--- src/rtl/uart_tx_serializer.sv ---
// UART transmitter: 8 data bits LSB first, optional even/odd parity, one stop bit.
// A post-frame guard window lets an upstream sender that holds load_byte refresh tx_byte.
module uart_tx_serializer #(
    parameter int CLKS_PER_BIT = 434,
    parameter int PARITY       = 0,
    parameter int GUARD_CYCLES = 2
) (
    input  logic       clk,
    input  logic       reset,
    input  logic [7:0] tx_byte,
    input  logic       load_byte,
    output logic       tx_serial,
    output logic       byte_sent,
    output logic       busy
);

    localparam int CW = (CLKS_PER_BIT > 1) ? $clog2(CLKS_PER_BIT) : 1;
    localparam int GW = $clog2(GUARD_CYCLES + 1);
    localparam logic [CW-1:0] BAUD_LAST  = CW'(CLKS_PER_BIT - 1);
    localparam logic [GW-1:0] GUARD_LAST = GW'(GUARD_CYCLES - 1);

    typedef enum logic [2:0] {
        S_IDLE, S_START, S_DATA, S_PARITY, S_STOP, S_GUARD
    } state_t;

    state_t        state, state_next;
    logic [CW-1:0] baud_cnt, baud_cnt_next;
    logic [2:0]    bit_idx, bit_idx_next;
    logic [7:0]    shift_reg, shift_next;
    logic          parity_bit, parity_next;
    logic [GW-1:0] guard_cnt, guard_next;
    logic          tx_next, sent_next, busy_next;
    logic          bit_done;

    function automatic logic calc_parity(input logic [7:0] d);
        return (PARITY == 2) ? ~(^d) : (^d);
    endfunction

    assign bit_done = (baud_cnt == BAUD_LAST);

    // State, counters and registered outputs
    always_ff @(posedge clk) begin
        if (reset) begin
            state      <= S_IDLE;
            baud_cnt   <= '0;
            bit_idx    <= 3'd0;
            shift_reg  <= 8'h00;
            parity_bit <= 1'b0;
            guard_cnt  <= '0;
            tx_serial  <= 1'b1;
            byte_sent  <= 1'b0;
            busy       <= 1'b0;
        end else begin
            state      <= state_next;
            baud_cnt   <= baud_cnt_next;
            bit_idx    <= bit_idx_next;
            shift_reg  <= shift_next;
            parity_bit <= parity_next;
            guard_cnt  <= guard_next;
            tx_serial  <= tx_next;
            byte_sent  <= sent_next;
            busy       <= busy_next;
        end
    end

    // Next-state sequencing; outputs are derived from the next state so they register cleanly
    always_comb begin
        state_next    = state;
        baud_cnt_next = baud_cnt;
        bit_idx_next  = bit_idx;
        shift_next    = shift_reg;
        parity_next   = parity_bit;
        guard_next    = guard_cnt;
        case (state)
            S_IDLE: begin
                if (load_byte) begin
                    shift_next    = tx_byte;
                    parity_next   = calc_parity(tx_byte);
                    baud_cnt_next = '0;
                    bit_idx_next  = 3'd0;
                    state_next    = S_START;
                end else begin
                    baud_cnt_next = '0;
                end
            end
            S_START: begin
                if (bit_done) begin
                    baud_cnt_next = '0;
                    state_next    = S_DATA;
                end else begin
                    baud_cnt_next = baud_cnt + CW'(1);
                end
            end
            S_DATA: begin
                if (bit_done) begin
                    baud_cnt_next = '0;
                    shift_next    = {1'b0, shift_reg[7:1]};
                    if (bit_idx == 3'd7) begin
                        bit_idx_next = 3'd0;
                        state_next   = (PARITY != 0) ? S_PARITY : S_STOP;
                    end else begin
                        bit_idx_next = bit_idx + 3'd1;
                    end
                end else begin
                    baud_cnt_next = baud_cnt + CW'(1);
                end
            end
            S_PARITY: begin
                if (bit_done) begin
                    baud_cnt_next = '0;
                    state_next    = S_STOP;
                end else begin
                    baud_cnt_next = baud_cnt + CW'(1);
                end
            end
            S_STOP: begin
                if (bit_done) begin
                    baud_cnt_next = '0;
                    guard_next    = '0;
                    state_next    = S_GUARD;
                end else begin
                    baud_cnt_next = baud_cnt + CW'(1);
                end
            end
            S_GUARD: begin
                if (guard_cnt == GUARD_LAST) begin
                    guard_next = '0;
                    state_next = S_IDLE;
                end else begin
                    guard_next = guard_cnt + GW'(1);
                end
            end
            default: begin
                state_next    = S_IDLE;
                baud_cnt_next = '0;
                bit_idx_next  = 3'd0;
                guard_next    = '0;
            end
        endcase

        case (state_next)
            S_START:  tx_next = 1'b0;
            S_DATA:   tx_next = shift_next[0];
            S_PARITY: tx_next = parity_next;
            default:  tx_next = 1'b1;
        endcase
        sent_next = (state_next == S_STOP) && (baud_cnt_next == BAUD_LAST);
        busy_next = (state_next != S_IDLE);
    end

endmodule

--- config.mk ---
export PLATFORM = sky130hd
export DESIGN_NAME = uart_tx_serializer
export DESIGN_NICKNAME = d
export VERILOG_FILES = /design/src/rtl/uart_tx_serializer.sv
export SDC_FILE = /design/constraint.sdc
export NUM_CORES = 1
export LEC_CHECK = 0
export ABC_AREA = 1
export CAP_MARGIN = 0
export CORE_ASPECT_RATIO = 1.25
export CORE_MARGIN = 4
export CORE_UTILIZATION = 40
export CTS_CLUSTER_DIAMETER = 200
export CTS_CLUSTER_SIZE = 40
export DETAILED_ROUTE_END_ITERATION = 7
export DONT_BUFFER_PORTS = 1
export GPL_ROUTABILITY_DRIVEN = 1
export GPL_TIMING_DRIVEN = 0
export PLACE_DENSITY_LB_ADDON = 0.1
export SLEW_MARGIN = 5
export SYNTH_ARGS = -nofsm -noshare
export SYNTH_HDL_FRONTEND = slang
export SYNTH_SLANG_ARGS = --single-unit
--- constraint.sdc ---
create_clock -name clk -period 2.3 [get_ports clk]
set_input_delay 0.575 -clock clk [delete_from_list [all_inputs] [get_ports clk]]
set_output_delay 0.575 -clock clk [all_outputs]
set_load 0.01 [all_outputs]
==> After elaboration in Yosys (flattened, before gate mapping) <==
Index checks and enable logic that the tools add are counted.
W data, S select, Z words.
{ "classes": {"n_mux": 23, "addsub": 3, "n_reduce_logical": 11, "bitwise": 2, "n_eq_ne": 16} }
{ "ops": {"columns": ["operator", "n"], "rows": [
  ["$mux W3", 10],
  ["$eq A9 B9 Y1 const B", 2],
  ["$pmux W3 S6", 1],
  ["$pmux W9 S2", 1],
  ["$mux W8", 2],
  ["$pmux W8 S2", 1],
  ["$eq A3 B2 Y1 const B", 4],
  ["$eq A3 B3 Y1 const B", 4],
  ["$reduce_or A4 Y1", 3],
  ["$add A9 B1 Y9 const B", 1],
  ["$mux W9", 1],
  ["$pmux W3 S3", 1],
  ["$reduce_xor A8 Y1", 1],
  ["$eq A3 B1 Y1 const B", 2],
  ["$ne A2 B2 Y1 const B", 3],
  ["$pmux W2 S3", 1],
  ["$reduce_and A3 Y1", 2],
  ["$mux W2", 2],
  ["$add A3 B1 Y3 const B", 1],
  ["$logic_not A3 Y1", 1],
  ["$pmux W1 S3", 1],
  ["$reduce_bool A3 Y1", 1],
  ["$add A2 B1 Y2 const B", 1],
  ["$eq A2 B1 Y1 const B", 1],
  ["5 further kinds", 7]
]} }
{ "totals": {"in_bits": 11, "wordCells": 65, "reg_bits": 29} }

==> Logic depth before layout (Yosys ltp) <==
Gate-level depths: netlist of run 1.
{ "depth": {"depth_word": 6, "ltp_mapped": 13, "depth_no_buf": 13} }

==> Worst setup path before layout of run 1 <==
Ideal clock, no wire load.
{ "synth_timing": {"path_kind": "reg2reg", "from": "register baud_cnt[0]", "to": "register bit_idx[0]", "period_less_slack_ns": 1.545, "setup_ns": 0.128, "arrival_ns": 1.417, "slack_ns": 0.755, "path_stages_with_launch": 13, "cell_sequence": "dfxtp_1 -> ha_1 -> nand2_1 -> nor2_4 -> nand2_4 -> nor2_4 -> inv_2 -> nand2_2 -> inv_4 -> nand2_8 -> o21ai_2 -> o21ai_1 -> nor2_1"} }
{ "synth_between": {"elab_chain_len": 3} }
{ "synth_rtl": {"columns": ["item", "line_no", "rtl"], "rows": [
  ["from (decl)", "27", "logic [CW-1:0] baud_cnt, baud_cnt_next;"],
  ["from (signal assigned)", "55", "baud_cnt <= baud_cnt_next;"],
  ["$eq A9 B9 Y1", "39", "assign bit_done = (baud_cnt == BAUD_LAST);"],
  ["$ne A2 B2 Y1 (no line)", null, null],
  ["$reduce_and A3 Y1 (no line)", null, null],
  ["to (signal assigned)", "56", "bit_idx <= bit_idx_next;"],
  ["to (decl)", "28", "logic [2:0] bit_idx, bit_idx_next;"]
]} }
Every way passes these cells.
A chain may end at the register's enable or synchronous reset.

==> Worst setup path after layout of run 1 <==
Same ends and word-level chain as after synthesis.

==> results.ini, run 1 <==
[outcome]
status=complete, no violations

[floorplanning]
die_x_um=65.30
dieArea_um2=5200
ios=14
rows=25
coreArea_um2=3879
fp.dieH_um=79.63
initial_core_util=0.4232

[logic_synthesis]
ys_ff_latch=29
syn_nets=243
netlist_top_cells_area=dfxtp_1, nand2_1, nor2_1
synthFlopType=dfxtp_1
synth_largest_area_cell=dfxtp_1
synth_common_cells=nand2_1, dfxtp_1, nor2_1
synth_xor_area_frac=0.04268
syn_area_um2=1642
netlist-cell-type-count=32
synth.avg_cell_area_um2=7.200
synth-simple-area-share=0.3742
synth_edf_count=0
ys_seq_area_frac=0.3537
synth_compound_area_frac=0.1357
yosysMostFrequentCell=nand2_1
synthAdderAreaFrac=0.03049
ys.warnings.count=0
synth_mux_area_frac=0
synth_top_area_frac=0.3537
synth_top_family_by_area=simple AND/OR/NAND/NOR gates
ys_async_sr_fraction=0
netlist_instances=228

[cts]
clk_latency_ps=280
holdBufCountCts=0
clk_pin_slew_ps=60
htreeDepth=2
cts-resized-gates=0
cts_setup_buffers=0
clk_path_buf_depth=2
cts-buffers-inserted=5
clkSinkCount=29
cts_tree=yes
cts_root_buf=clkbuf_8

[timing]
fin_crit_sh=0.7817
timing.fmax_mhz=556.2
slew_viol_final=0
tns_ps=0
slew_headroom=0.6536
finalSetupViolations=0
hold_viol_final=0
fin_crit_ps=1798
tightest_slew_ps=519.6
skew_ps=6.614
layout_setup_ws_ps=502.1
rsz0062_at_grt=false
hold_ws_ps=417.4

[critical_path]
crit_path_top_delay_cell=dfxtp_1
crit_start=baud_cnt[0]
critPathMostFrequentCell=nor2_4
worstPathMaxFanout=9
critPathMaxStageDelay_ps=410
r2r_start=baud_cnt[0]
r2r_slack_ps=500
cp.required_ps=2450
crit_end=bit_idx[0]
criticalPathCategory=reg2reg
crit_path_end_kind=flip-flop
r2r_cells=12
cp-start-kind=flip-flop
arrival_ps=1950
reg2reg_to=bit_idx[0]
crit_chain=ha_1 > nand2_1 > nor2_4 > nand2_4 > nor2_4 > inv_2 > nand2_2 > inv_4 > nand2_8 > o21ai_2 > o21ai_1 > nor2_1

[layout]
drive_gt1_frac=0.1574
antenna_cells=0
fin_cells=289
layout.nets=250
largest_reg_flops=9
syn2layout_area_growth_pct=9.375

[power_and_ir_drop]
power_frac_seq=0.491
power_density_nw_per_um2=618.4
p_leak_nw=0.7512
max-vdd-ir-drop_mv=0.5072
switchingPower_mw=0.2925
switching_share=0.2635
total_power_mw=1.110
p_int_mw=0.8177
p_clk_frac=0.383
combPwrFrac=0.126

[drt]
drtPass1Iterations=4
routed_wl_mm=3.450
postRouteAntennaNets=0
drc=0
drtIter0Drc=67
avgViaCountPerCell=4.886
wire_per_inst_um=11.94
dr_total_vias=1412

[grt]
gr-total-overflow=0
grt_start_max_net_pins=11
grt_antenna_before_repair=0
grt_pass1_wl_mm=6.175
grtUsageTotal=0.1550
grt_pass1_vias=1404

[placement]
port_buffers=0
dp_slack_ps=501.4
dp_hpwl_mm=2.637
globalplace.congestion=0.8503
dpl.cell_count=282

[worst_hold_path]
hp-class=in2reg

[job]
drv_cap=0

[critical path: cells and delay by family, from the launching register on]
| family | cells | cell delay [ps] |
|---|---|---|
| AO/OA/AOI/OAI | 2 | 120 |
| buffers and inverters | 2 | 140 |
| flip-flops | 1 | 410 |
| AND/OR/NAND/NOR | 7 | 780 |
| adder cells (fa/ha/maj) | 1 | 200 |
[cells in the final DEF, fill, tap and decap left out, types with 5 or more instances in the layout]
master     n
dfxtp_1   29
clkbuf_8   6
a21oi_1   12
a22oi_1    6
nand2_1   56
inv_2      6
o21ai_0    5
nand3_1   17
nand3_2    5
inv_1     18
nor2_1    23
[how the worst min path moves through the flow]
stage / from / to / slack, ps / depth (start not counted)
floorplan: guard_cnt[1] / guard_cnt[1] / 410 / 2
global placement: guard_cnt[1] / guard_cnt[1] / 420 / 2
detailed placement: guard_cnt[1] / guard_cnt[1] / 430 / 2
CTS: reset / busy / 410 / 1
global route: reset / busy / 410 / 1
finish: reset / busy / 420 / 1
[routing by layer]
metal / GRT usage / up-vias / routed length (µm)
met1: 0.1760 / 631 / 1533
li1: - / 755 / -
met5: 0 / - / 0
met2: 0.2655 / 19 / 1706
met4: 0.06432 / 0 / 82
met3: 0.04789 / 7 / 127
[power groups by stage]
stage                     clock, mW  combinational, mW  sequential, mW
after CTS                     0.437              0.142           0.545
final                         0.426              0.139           0.545
after global placement            0              0.141           0.557
after global routing          0.451              0.163           0.549
after floorplan                   0              0.114           0.553
after detailed placement          0              0.142           0.556
[cell type report]
cell class | instances | area [µm²]
multi-input cells | 172 | 957.2
flip-flops and latches | 29 | 580.6
inverters | 25 | 96.34
fillers | 441 | 2083
plain buffers | 2 | 7.507
clock buffers | 7 | 86.33
well taps | 54 | 67.56
[kinds of logic (layout without fill, tap and decap cells)]
group,after synthesis,count (layout)
and+or+nand+nor,124,124
AOI/OAI and AO/OA,36,36
adders and majority gates,4,4
xor gates and xnor gates,8,8
buffers and inverters,27,34
DFF,29,29
[through the flow]
step / util / cell area, µm²
floorplan: - / 1642
global placement: 0.4406 / 1709
detailed placement: 0.4406 / 1709
CTS: 0.4629 / 1795
global route: 0.4629 / 1795
finish: 0.4629 / 1795
Power figures use the tool's default switching activity.
==> run 2, diff against run 1 <==
==> constraint.sdc (replaced) <==
create_clock -name clk -period 1.45 [get_ports clk]
set_input_delay 0.3625 -clock clk [delete_from_list [all_inputs] [get_ports clk]]
set_output_delay 0.3625 -clock clk [all_outputs]
set_load 0.01 [all_outputs]
==> run 2 against run 1 <==
Compared with the run above:
- the flow now finishes with violations (negative setup slack)
- critical path depth shrank 1
- utilization up 8.7 points
- global-route usage is 0.84 points higher
- non-clock buffer count increased by 17
- die area is the same
- largest cell class unchanged
- highest routed layer unchanged
==> results.ini, run 2 (synthesized netlist as in run 1, its figures left out) <==
[floorplanning]
rows=25  ; unchanged
initial_core_util=0.4232  ; unchanged
coreArea_um2=3879  ; unchanged
dieArea_um2=5200  ; unchanged
fp.dieH_um=79.63  ; unchanged
die_x_um=65.30  ; unchanged
ios=14  ; unchanged

[timing]
slew_headroom=0.6069  ; was 0.6536
slew_viol_final=0  ; unchanged
tightest_slew_ps=589.6  ; was 519.6 ps
fin_crit_sh=1.149  ; was 0.7817
rsz0062_at_grt=true  ; was false
timing.fmax_mhz=600.1  ; was 556.2 MHz
layout_setup_ws_ps=-216.5  ; was 502.1 ps
tns_ps=-1577  ; was 0 ps
hold_viol_final=0  ; unchanged
fin_crit_ps=1666  ; was 1798 ps
skew_ps=5.963  ; was 6.614 ps
finalSetupViolations=18  ; was 0

[layout]
syn2layout_area_growth_pct=29.95  ; was 9.375%
antenna_cells=0  ; unchanged
drive_gt1_frac=0.3740  ; was 0.1574
post-route-util=0.5500  ; was 0.4629
layout.nets=268  ; was 250
mostFrequentLayoutCell=nand2_1  ; unchanged
layout_common_cells=nand2_1, dfxtp_1, nor2_1  ; unchanged
largest_reg_flops=9  ; unchanged

[critical_path]
cp_num_buf_inv=2  ; unchanged
r2r_slack_ps=-220  ; was 500 ps
criticalPathCategory=reg2reg  ; unchanged
reg2reg_to=tx_serial  ; was bit_idx[0]
critPathMostFrequentCell=nand2_4  ; was nor2_4
worstPathMaxFanout=8  ; was 9
arrival_ps=1830  ; was 1950 ps
crit_path_end_kind=flip-flop  ; unchanged
cp.required_ps=1620  ; was 2450 ps
cpLargestDelayFamily=simple AND/OR/NAND/NOR gates  ; unchanged
crit_path_top_delay_cell=dfxtp_2  ; was dfxtp_1
crit_cells=11  ; was 12
critPathMaxStageDelay_ps=340  ; was 410 ps
r2r_start=baud_cnt[1]  ; was baud_cnt[0]
crit_chain=inv_2 > ha_4 > nand2_4 > nor2_4 > nand2_4 > buf_6 > or2_4 > nand3_4 > nor2b_4 > nor2_2 > nand3_2  ; was ha_1 > nand2_1 > nor2_4 > nand2_4 > nor2_4 > inv_2 > nand2_2 > inv_4 > nand2_8 > o21ai_2 > o21ai_1 > nor2_1
r2r_cells=11  ; was 12
cp-start-kind=flip-flop  ; unchanged

[job]
drv_cap=0  ; unchanged

[drt]
avgViaCountPerCell=4.955  ; was 4.886
dr_total_vias=1526  ; was 1,412
drc=0  ; unchanged
drtPass1Iterations=4  ; unchanged
drtIter0Drc=59  ; was 67
routed_wl_mm=3.776  ; was 3.450 mm
postRouteAntennaNets=0  ; unchanged
wire_per_inst_um=12.26  ; was 11.94 µm

[placement]
globalplace.congestion=0.8484  ; was 0.8503
dp_slack_ps=-241.8  ; was 501.4 ps
dp_hpwl_mm=2.665  ; was 2.637 mm
port_buffers=0  ; unchanged

[cts]
cts_root_buf=clkbuf_8  ; unchanged
htreeDepth=2  ; unchanged
clk_path_buf_depth=2  ; unchanged
clk_latency_ps=280  ; about the same
holdBufCountCts=0  ; unchanged
clk_pin_slew_ps=60  ; about the same
clkSinkCount=29  ; unchanged
cts-buffers-inserted=5  ; unchanged
cts_tree=yes  ; unchanged

[worst_hold_path]
holdPathStages=1  ; unchanged
hp-class=in2reg  ; unchanged
hold_path_startpoint=reset  ; unchanged
whs_endpoint=busy  ; unchanged

[grt]
grtUsageTotal=0.1634  ; was 0.1550
grt_start_max_net_pins=11  ; unchanged
grt_antenna_before_repair=0  ; unchanged
grt_pass1_wl_mm=6.541  ; was 6.175 mm
met2_usage=0.2705  ; was 0.2655
gr-usage-met1=0.1964  ; was 0.1760
gr-total-overflow=0  ; unchanged
grt_pass1_vias=1461  ; was 1,404
grt_use_met3=0.03239  ; was 0.04789
grt-busiest-layer=met2  ; unchanged

[power_and_ir_drop]
power_density_nw_per_um2=906.1  ; was 618.4 nW/µm²
p_leak_nw=0.9157  ; was 0.7512 nW
max-vdd-ir-drop_mv=0.6610  ; was 0.5072 mV
total_power_mw=1.933  ; was 1.110 mW

[outcome]
failed_checks=negative setup slack
status=complete, but fails checks  ; was complete, no violations

run 2: stage by stage:
| step | hold WS [ps] | cells | cell area [µm²] |
|---|---|---|---|
| after CTS | 199.7 | 300 | 1946 |
| after global placement | 420.7 | 282 | 1727 |
| after floorplan | 408.9 | 228 | 1659 |
| after detailed placement | 433.6 | 282 | 1727 |
| final | 199.7 | 308 | 2133 |
| after global routing | 204.0 | 308 | 2133 |
run 2: what timing repair did:
action | 4_1_cts | 5_1_grt
resized for setup | 15 | 38
cloned | 1 | 0
pin swaps | 1 | 18
setup endpoints to repair | 16 | 22
setup buffers | 9 | 8
run 2: layer usage:
layer  routed length [µm]  share of wire  vias to the layer above
met4                  117          0.031                        0
met2                 1889           0.50                       19
met1                 1665           0.44                      697
met5                    0              0                        -
met3                  103          0.027                       10
li1                     -              -                      800
run 2: area by class of cell:
cell class	count	area, µm²
plain buffers	2	7.507
clock buffers	7	96.34
clock inverters	1	5.005
fillers	398	1745
inverters	25	101.3
multi-input cells	172	1114
flip-flops and latches	29	590.6
well taps	54	67.56
repair buffers	17	142.6
repair inverters	1	8.758
run 2: power breakdown:
part	internal, mW	switching, mW
clock network	0.428	0.318
registers	0.839	0.0318
logic	0.140	0.176
total	1.41	0.525
run 2: worst max path at each step:
| stage | startpoint | to | slack, ps |
|---|---|---|---|
| 4_1_cts | baud_cnt[0] | byte_sent | -100 |
| 3_5_place_dp | baud_cnt[1] | bit_idx[0] | -240 |
| 5_1_grt | baud_cnt[1] | tx_serial | -300 |
| 6_report | baud_cnt[1] | tx_serial | -220 |
| 2_1_floorplan | baud_cnt[1] | bit_idx[0] | -30 |
| 3_3_place_gp | baud_cnt[1] | bit_idx[0] | -230 |
==> edit 1: new RTL, flow settings as in run 2 <==
Make the reset (`reset`) asynchronous in one clocked block.
--- a/src/rtl/uart_tx_serializer.sv
+++ b/src/rtl/uart_tx_serializer.sv
@@ -39,7 +39,7 @@
     assign bit_done = (baud_cnt == BAUD_LAST);
 
     // State, counters and registered outputs
-    always_ff @(posedge clk) begin
+    always_ff @(posedge clk or posedge reset) begin
         if (reset) begin
             state      <= S_IDLE;
             baud_cnt   <= '0;
Behaviour: differs if reset is asserted again (counterexample within 4 cycles, from zero or initial values and one cycle with reset high); with reset held inactive, the same outputs for 10 cycles.
==> edit 1 against run 2 <==
The run still ends with negative setup slack left; setup slack better by 47 ps; sequential cell count unchanged; wire length down 1.6%; critical path depth up 1; final area up 2.2%; clock skew down 0.64 ps; first-iteration DRC count down 31%; non-clock buffer count down 6; area after synthesis up 5.9%; synthesized cell count up 4.4%; core utilization down 2.2 points; critical path type unchanged; critical endpoint is now byte_sent.
Power is not compared: it rests on default switching activity, and its combinational part moved more than twofold at a synthesized area within 25%.
==> edit 1: results (changes against run 2) <==
Share of layout cells above drive strength 1 - 27.5% (was 37.4%)
Synth Area in XOR/XNOR - 4.53% (was 4.27%)
Setup TNS - -1150 ps (was -1580 ps)
Gr usage total - 15.3% (was 16.3%)
Vias per std cell - 4.79 (was 4.95)
Seq/Total Area, Yosys - 41.8% (was 35.4%)
Max Slew Vio Count - 0 (unchanged)
Peak supply drop - 477 µV
DRT iter0 DRCs - 41 (was 59)
Worst Path Max Fanout - 5 (was 8)
CP max stage cell - dfrtp_1 (was dfxtp_2)
Synth cell count leaders - 76 x nand2_1, 33 x inv_1, 29 x nor2_1, 28 x dfrtp_1, 20 x nand3_1 (was 56 x nand2_1, 29 x dfxtp_1, 23 x nor2_1, 18 x inv_1, 17 x nand3_1)
Final setup vio count - 16 (was 18)
GP Congestion - 0.800 (was 0.848)
DRT Wirelength - 3.72 mm (was 3.78 mm)
Top FF cell, synth - dfrtp_1 (was dfxtp_1)
Violated checks - negative setup slack (unchanged)
Max incr delay on CP - 390 ps (was 340 ps)
Vias in the first global route - 1,457 (was 1,461)
Fill cell total of the finished layout - 408 (was 398)
Routed length on met1 - 1.62 mm (was 1.67 mm)
Status - finished with violations (unchanged)
HPWL after DPL - 2.66 mm (was 2.67 mm)
Adder-Cell Fraction of Synth Area - 2.88% (was 3.05%)
Post-synthesis compound-gate area fraction - 9.14% (was 13.6%)
DR pass1 iterations - 4 (unchanged)
Synth cell types - 27 (was 32)
Layout Nets - 272 (was 268)
Pin count of the biggest net entering global routing - 30 (was 11)
First-pass GRT wire length - 6.28 mm (was 6.54 mm)
WL met3 - 147 µm (was 103 µm)
Setup slack after layout - -169 ps (was -216 ps)
Setup Skew - 5.32 ps (was 5.96 ps)
Met2 WL - 1.84 mm (was 1.89 mm)
Async set-or-reset flop fraction in the synthesized netlist - 100% (was 0%)
Synth area leaders - dfrtp_1 40%, nand2_1 16%, inv_1 7.1%, nor2_1 6.3%, nand3_1 5.8% (was dfxtp_1 35%, nand2_1 13%, nor2_1 5.3%, nand3_1 5.2%, inv_1 4.1%)
Syn_nets - 253 (was 243)
Actual slew at the worst max-slew pin - 1060 ps (was 590 ps)
==> edit 1: cell types whose count changed in the layout (fill, tap and decap cells not counted), sizes merged, moves of 4 or more <==
| cell | run 2 | this run |
|---|---|---|
| buf | 17 | 13 |
| inv | 26 | 34 |
| a22oi | 6 | 0 |
| a21oi | 15 | 1 |
| nor2 | 28 | 33 |
| o221ai | 0 | 6 |
| nand2 | 62 | 80 |
| dfrtp | 0 | 28 |
| dfxtp | 29 | 0 |
==> edit 1: layout make-up <==
| class | instances | area [µm²] | area share (%) |
|---|---|---|---|
| inverters | 34 | 130 | 5.97 |
| flip-flops and latches | 29 | 732 | 33.6 |
| repair buffers | 12 | 109 | 4.99 |
| multi-input cells | 174 | 1040 | 47.9 |
| well taps | 56 | 70.1 | 3.21 |
| clock buffers | 8 | 90.1 | 4.13 |
| plain buffers | 1 | 5.00 | 0.229 |
==> edit 1: worst max-delay path: cells and delay by family (launching register included) <==
kind,cells,cell delay (ps)
AND/OR/NAND/NOR,10,920
flip-flops,1,390
adder cells (fa/ha/maj),1,140
buffers and inverters,1,90
==> edit 1: logic make-up (layout without fill, tap and decap cells) <==
kind of cell | count (synthesis) | count (layout)
compound gates | 23 | 23
xor+xnor | 9 | 9
fa+ha+maj | 4 | 4
buf+inv | 35 | 55
flops | 29 | 29
simple gates | 138 | 138
==> edit 1: path summary, 6_finish.rpt <==
path,startpoint,end,slack (ps),depth (start not counted)
max in group asynchronous,reset,state[2],500,1
max,baud_cnt[1],byte_sent,-170,12
min reg2reg,guard_cnt[1],guard_cnt[1],490,1
max reg2reg,baud_cnt[1],byte_sent,-170,12
min,tx_byte[1],shift_reg[1],200,2
min in group asynchronous,reset,shift_reg[3],230,1
==> edit 1: power breakdown <==
part | internal [µW] | switching (µW)
logic | 22.9 | 39.9
registers | 809 | 0
clock network | 386 | 305
==> edit 1: metal layers <==
layer,vias to the layer above,global-route usage [%]
li1,795,-
met1,677,18.1
met2,23,25.3
met3,10,3.69
met4,0,8.32
met5,-,0
==> edit 1: per-stage QoR <==
step	area, µm²	setup slack, ps	hold slack [ps]	std cells	utilization [%]
floorplan	1750	2.70	440	238	-
global placement	1820	-302	470	294	44.0
detailed placement	1820	-276	481	294	44.0
CTS	2030	-182	194	312	49.1
global route	2180	-283	212	314	52.8
finish	2180	-169	200	314	52.8
==> edit 1: what timing repair did <==
action / CTS / global route
resized for setup: 15 / 44
buffers inserted: 10 / 4
pin swaps: 14 / 13
hold buffers: 0 / 0
endpoints found under the setup margin: 16 / 24
==> edit 2: new RTL, flow settings as in run 2 <==
Made on the original files. The parameter `GUARD_CYCLES` goes from 2 to 8.
--- a/src/rtl/uart_tx_serializer.sv
+++ b/src/rtl/uart_tx_serializer.sv
@@ -3,7 +3,7 @@
 module uart_tx_serializer #(
     parameter int CLKS_PER_BIT = 434,
     parameter int PARITY       = 0,
-    parameter int GUARD_CYCLES = 2
+    parameter int GUARD_CYCLES = 8
 ) (
     input  logic       clk,
     input  logic       reset,
Behaviour: no difference found for any inputs over 10 cycles, from zero or initial values and one cycle with reset high; that may be too few to reach the edited logic, so the function may still have changed.
==> edit 2 against run 2 <==
The flow still finishes with violations (negative setup slack); cell count rose by 12%; total power down 5.0%; via count grew 14%; setup slack improved by 120 ps; sequential power increased by 5.1%; worst hold slack improved by 18 ps; global-route usage grew 0.46 points; wire length rose by 17%; sequential cell count grew 2; sequential share of layout area is 1.1 points higher; first-iteration DRC count is 58% higher; die area increased by 8.2%; final area is 3.5% higher; area after synthesis is 9.3% higher; largest cell class unchanged; largest power group unchanged.
==> edit 2: results (changes against run 2) <==
Static leakage - 0.000935 µW (was 0.000916 µW)
Dpl ws - -294 ps (was -242 ps)
Post-synthesis compound-gate area fraction - 13.0% (was 13.6%)
Delay-heaviest family, CP - buffers and inverters (was simple AND/OR/NAND/NOR gates)
Grt met3 use - 4.60% (was 3.24%)
Hold slack - 218 ps (was 200 ps)
Crit path from - baud_cnt[3] (was baud_cnt[1])
WL met3 - 209 µm (was 103 µm)
Synth cell count leaders - 70 x nand2_1, 31 x dfxtp_1, 30 x nor2_1, 27 x inv_1, 21 x nand3_1 (was 56 x nand2_1, 29 x dfxtp_1, 23 x nor2_1, 18 x inv_1, 17 x nand3_1)
FF-to-FF path depth - 10 (was 11)
Share of layout cells above drive strength 1 - 27.8% (was 37.4%)
Sequential share of power - 49.9% (was 45.1%)
Wire per inst - 12.8 µm (was 12.3 µm)
RR Endpoint - shift_reg[1] (was tx_serial)
Violated checks - negative setup slack (unchanged)
HPWL after DPL - 3.20 mm (was 2.67 mm)
Power Density - 832 nW/µm² (was 906 nW/µm²)
Vias in the first global route - 1,597 (was 1,461)
Met2 WL - 2.30 mm (was 1.89 mm)
DR vias - 1,745 (was 1,526)
Status - finished with violations (unchanged)
Critical Path AT - 1760 ps (was 1830 ps)
Net Sw Frac - 27.7% (was 27.2%)
Synth area leaders - dfxtp_1 35%, nand2_1 15%, nor2_1 6.3%, nand3_1 5.9%, inv_1 5.6% (was dfxtp_1 35%, nand2_1 13%, nor2_1 5.3%, nand3_1 5.2%, inv_1 4.1%)
Final setup vio count - 10 (was 18)
Gr usage total - 16.8% (was 16.3%)
Synth cell types - 27 (was 32)
Clk network pwr share - 35.8% (was 38.6%)
Setup slack after layout - -94.1 ps (was -216 ps)
First-pass GRT wire length - 7.27 mm (was 6.54 mm)
WHS Endpoint - shift_reg[7] (was busy)
DR pass1 iterations - 6 (was 4)
DRT iter0 DRCs - 93 (was 59)
Syn_nets - 284 (was 243)
## edit 2: cell type report
cell class                      count  area [µm²]  share of cell area [%]
Clock buffer                        5        68.8                    3.12
Inverter                           35         136                    6.18
Sequential cell                    31         634                    28.7
Timing Repair Buffer               12         110                    4.99
Multi-Input combinational cell    198        1150                    52.0
Tap cell                           58        72.6                    3.29
Clock inverter                      3        15.0                   0.680
Buffer                              4        22.5                    1.02
## edit 2: repair_timing
action	CTS	global route
pin swaps	11	15
setup endpoints to repair	25	22
setup buffers	10	2
resized for setup	28	27
## edit 2: how the worst max path moves through the flow
stage / to / cells past startpoint
after floorplan: byte_sent / 11
after global placement: byte_sent / 11
after detailed placement: byte_sent / 11
after CTS: byte_sent / 11
after global routing: byte_sent / 12
final: shift_reg[1] / 10
## edit 2: metrics by stage
step | std cells | setup TNS, ps
3_3_place_gp | 326 | -3030
3_5_place_dp | 326 | -3250
4_1_cts | 344 | -68.7
5_1_grt | 346 | -2500
6_report | 346 | -589
2_1_floorplan | 268 | 0
